### src/rtl/encoder_32bit_bit_scheduler.sv
// Bit scheduler: accepts a request word and emits the index of each set bit,
// lowest first, one beat per output handshake.
//
// state  | meaning
// IDLE   | waiting for a request word; in_ready high
// EMIT   | presenting index of lowest pending set bit
// ZERO   | presenting the single empty beat for an all-zero word
module encoder_32bit_bit_scheduler #(
  parameter int WIDTH = 32,
  parameter int IDX_W = 5,
  parameter int CNT_W = 6
) (
  input  logic             clk,
  input  logic             rst,
  input  logic             in_valid,
  output logic             in_ready,
  input  logic [WIDTH-1:0] in_req,
  output logic             out_valid,
  input  logic             out_ready,
  output logic [IDX_W-1:0] out_idx,
  output logic             out_last,
  output logic             out_empty,
  output logic [CNT_W-1:0] out_cnt,
  output logic             busy
);

  localparam logic [1:0] S_IDLE = 2'd0;
  localparam logic [1:0] S_EMIT = 2'd1;
  localparam logic [1:0] S_ZERO = 2'd2;

  logic [1:0]       state;
  logic [WIDTH-1:0] pending;
  logic [WIDTH-1:0] pend_m1;
  logic [WIDTH-1:0] low_bit;
  logic [CNT_W-1:0] cnt;
  logic [IDX_W-1:0] enc_idx;
  logic             pend_single;
  logic             in_xfer;
  logic             out_xfer;

  // pending is never zero in EMIT, so the decrement cannot wrap where it matters.
  assign pend_m1     = pending - WIDTH'(1);
  assign low_bit     = pending & ~pend_m1;
  assign pend_single = (pending & pend_m1) == '0;

  always_comb begin
    enc_idx = '0;
    for (int k = 0; k < WIDTH; k++) begin
      if (low_bit[k]) enc_idx = enc_idx | IDX_W'(k);
    end
  end

  assign in_ready  = (state == S_IDLE);
  assign out_valid = (state == S_EMIT) || (state == S_ZERO);
  assign busy      = (state != S_IDLE);
  assign in_xfer   = in_valid && in_ready;
  assign out_xfer  = out_valid && out_ready;

  // Outputs decode only registered state, so they hold while the consumer stalls.
  assign out_idx   = (state == S_EMIT) ? enc_idx : '0;
  assign out_last  = (state == S_EMIT) ? pend_single : (state == S_ZERO);
  assign out_empty = (state == S_ZERO);
  assign out_cnt   = (state == S_EMIT) ? cnt + CNT_W'(1) : '0;

  always_ff @(posedge clk) begin
    if (rst) begin
      state   <= S_IDLE;
      pending <= '0;
      cnt     <= '0;
    end else begin
      case (state)
        S_IDLE: begin
          if (in_xfer) begin
            pending <= in_req;
            cnt     <= '0;
            state   <= (in_req != '0) ? S_EMIT : S_ZERO;
          end
        end
        S_EMIT: begin
          if (out_xfer) begin
            pending <= pending & pend_m1;
            cnt     <= cnt + CNT_W'(1);
            if (pend_single) state <= S_IDLE;
          end
        end
        S_ZERO: begin
          if (out_xfer) state <= S_IDLE;
        end
        default: state <= S_IDLE;
      endcase
    end
  end

endmodule

### config.mk
export PLATFORM = sky130hd
export DESIGN_NAME = encoder_32bit_bit_scheduler
export DESIGN_NICKNAME = d
export VERILOG_FILES = /design/src/rtl/encoder_32bit_bit_scheduler.sv
export SDC_FILE = /design/constraint.sdc
export NUM_CORES = 1
export LEC_CHECK = 0
export CAP_MARGIN = 20
export CORE_AREA = 2 2 108 110
export DETAILED_ROUTE_END_ITERATION = 10
export DIE_AREA = 0 0 110 112
export SLEW_MARGIN = 10
export SYNTH_ARGS = -nofsm -noshare
export SYNTH_HDL_FRONTEND = slang
export SYNTH_SLANG_ARGS = --single-unit
export TNS_END_PERCENT = 30
### constraint.sdc
create_clock -name clk -period 8 [get_ports clk]
set_clock_uncertainty 0.2 [all_clocks]
set_input_delay 1.6 -clock clk [delete_from_list [all_inputs] [get_ports clk]]
set_output_delay 1.6 -clock clk [all_outputs]
set_load 0.005 [all_outputs]
==> results.md <==
* H-tree Lvls at 2
* Die area at 0.0123 mm²
* Post-CTS sizing at 0
* Worst slew pin tran at 0.937 ns
* R2r startpoint: state[1]$_SDFFE_PP0P_
* DR WL/cell at 15.9 µm
* Max_cap viols at 0
* Number of synthesized flops with an enable pin at 0
* Tmin final at 5.13 ns
* Final core utilization at 31.5%
* Cell breakdown of the critical path: nor4_4, nand3_1, nor4_2, o21ai_1, nor4_2, nand4_1, o21ai_0, clkdlybuf4s50_1
* Critical Path Source Type: flip-flop
* Met1 Track Usage GR at 18.8%
* Outcome: finished clean
* Most area-consuming cells after synthesis: dfxtp_1 (30%), nor2_1 (8.0%), nand2_1 (6.8%), o21ai_0 (6.5%), a21oi_1 (5.4%)
* Most common cell after layout, fill and taps aside: nor2_1
* Antenna viol nets, final at 0
* Commonest non-fill, non-tap cells in the layout: nor2_1 (58), clkdlybuf4s50_1 (51), nand2_1 (49)
* Routed vias/inst at 5.37
* Nets at 461
* Sinks on Clock Net at 40
* First-pass GRT wire length at 14.5 mm
* Synth-to-Final Area Change at 30.1%
* Synthesized area at 0.00271 mm²
* WP buf/inv at 1
* Async SR Flop Fraction at 0%
* RSZ-0062 raised after global routing: false
* Post-DP HPWL at 6.70 mm
* WL final at 8.96 mm
* Initial Util at 24.2%
* Pin count of the biggest net entering global routing at 44
* Routability cong. at 0.930
* Met2 Use GR at 26.1%
* CTS tree: built
* Top_reg_cell synth: dfxtp_1
* Num rows at 39
* Synth warn at 0
* Number of synthesized register bits at 40
* Cell Pwr Density at 309 mW/mm²
* TritonRoute pass-1 iters at 6
* Core ar. at 0.0112 mm²
* Top-area cell type share of the netlist area at 29.6%
* CP peak stage delay at 0.62 ns
* Initial antenna violation count at 0
* CTS buffer count at 5
* CP max stage cell: nor4_4
* Final TNS setup at 0 ns
* Global Route Usage Sum at 14.8%
* Slew margin rel. at 37.3%
* Die extent in x at 110 µm
* WS Path Type: flip-flop to primary output
* Hold Crit Class: flip-flop to flip-flop
* Antenna cell count at 0
* HP Start: cnt[5]$_SDFFE_PP0P_
* Mapped Avg Cell Area at 7.18 µm²
* Dpl ws at 3.23 ns
* Worst Path Required at 6.20 ns
* Reg-to-Reg End: pending[31]$_SDFFE_PP0P_
* Starting DRC count in detailed routing at 225
* Hold path depth at 2
* Critical path fanouts, max at 10
* Fmax achieved at 195 MHz
* Most used cell, CP: nor4_2
* Reg2Reg Depth at 9
* Static leakage power at 0.00126 µW
* Synth Instances at 377
* Vias in the first global route at 2935
* Clock tree buffer depth at 2
* CTS root buffer: clkbuf_16
* Global routing usage on met3 at 2.46%
* R2R Setup Slk at 4.80 ns
* Syn nets at 417
* Hold path endpoint: cnt[5]$_SDFFE_PP0P_
* Library cells used by synthesis at 58
* Vias at 3035
* Sequential fraction of the synthesis area at 29.6%
* Clock transition at path regs at 0.07 ns
* Delay-heaviest family, CP: simple AND/OR/NAND/NOR gates
* Port Buffers at 51
* Overflow left after global routing at 0
* Area leader, netlist: dfxtp_1
* DIE HEIGHT at 112 µm
* Share of cells above drive strength 1 at 6.64%
* Final hold viol count at 0
* # hold bufs at CTS at 0
* Post-CTS Setup Bufs at 0
* GRT busiest layer: met2
* Slew Limit Fails at 0
* I/O pins at 52
* CP Capture Type: primary output
* Final Cycle Share at 64.1%
* Clock latency on the worst-skew pair at 0.29 ns
* IR drop worst, VDD at 0.127 mV
* Setup-failing EPs final at 0
* Post-route worst setup slack at 2.87 ns
* CP arrival at 3.33 ns
* Residual DRC at 0
==> Yosys cell counts, types with 2 or more instances <==
cell type and n:
a22oi_1 17, ha_1 4, nand2_1 49, o221ai_1 2
a21o_1 3, nor4_4 2, a211oi_1 2, a2111oi_0 3
a21oi_1 29, a2bb2oi_1 2, nor2_1 58, nand3_1 12
dfxtp_1 40, a32oi_1 2, o31ai_1 4, nor4_1 12
clkbuf_1 17, nor4_2 3, maj3_1 2, nand4_1 7
nand2b_1 4, xor2_1 2, o31a_1 2, xnor2_1 2
inv_1 14, o21ai_0 35, a22o_1 3, nor3_1 8
a31oi_1 2, mux2i_1 3, or3_1 2, or2_2 4
==> worst max-delay path by stage <==
stage	from	endpoint	slack [ns]	cells after the start
4_1_cts	pending[0]$_SDFFE_PP0P_	out_last	2.91	8
2_1_floorplan	pending[0]$_SDFFE_PP0P_	out_last	4.11	8
5_1_grt	pending[0]$_SDFFE_PP0P_	out_last	2.61	8
6_report	pending[0]$_SDFFE_PP0P_	out_last	2.87	8
3_3_place_gp	pending[0]$_SDFFE_PP0P_	out_last	3.30	8
3_5_place_dp	pending[0]$_SDFFE_PP0P_	out_last	3.23	8
==> tightest hold or removal path, cell delays in order, from the launching register on <==
cell and delay, ns:
dfxtp_1 0.32, nand2_1 0.06, a21oi_1 0.05
==> layout make-up <==
class | instances | area, µm²
inverters | 14 | 52.6
flip-flops and latches | 40 | 801
clock inverters | 3 | 46.3
multi-input cells | 305 | 1780
well taps | 143 | 179
fillers | 1190 | 7650
repair buffers | 55 | 541
clock buffers | 5 | 125
==> through the flow <==
step / instances / instance area, µm² / hold WS (ns) / total power, µW
after floorplan: 377 / 2710 / 0.244 / 677
after global placement: 557 / 3350 / 0.252 / 846
after detailed placement: 557 / 3350 / 0.262 / 846
after CTS: 565 / 3520 / 0.274 / 1090
after global routing: 565 / 3520 / 0.287 / 1170
final: 565 / 3520 / 0.275 / 1090
==> registers in the layout, indices dropped and copies added (netlist names) <==
register	flops
cnt	6
pending	32
state	2
==> layer usage <==
metal / up-vias / part of all wire (%) / routed length [µm]
li1: 1476 / - / -
met1: 1454 / 45 / 4010
met2: 98 / 50 / 4450
met3: 7 / 4.7 / 418
met4: 0 / 0.90 / 81
met5: - / 0 / 0
==> kinds of logic (layout without fill, tap and decap cells) <==
group,Yosys count,in the layout,synth area share [%]
buf+inv,32,77,4.72
simple gates,169,169,30.9
compound gates,122,122,29.4
fa+ha+maj,6,6,2.59
flops,40,40,29.6
xor+xnor,4,4,1.29
mux,4,4,1.53
==> report_power, final <==
group          switching (µW)  total (µW)  internal, µW
clock network            88.0         236           148
logic                     317         531           214
registers                76.2         321           245
total                     482        1090           607
Power figures use the tool's default switching activity.
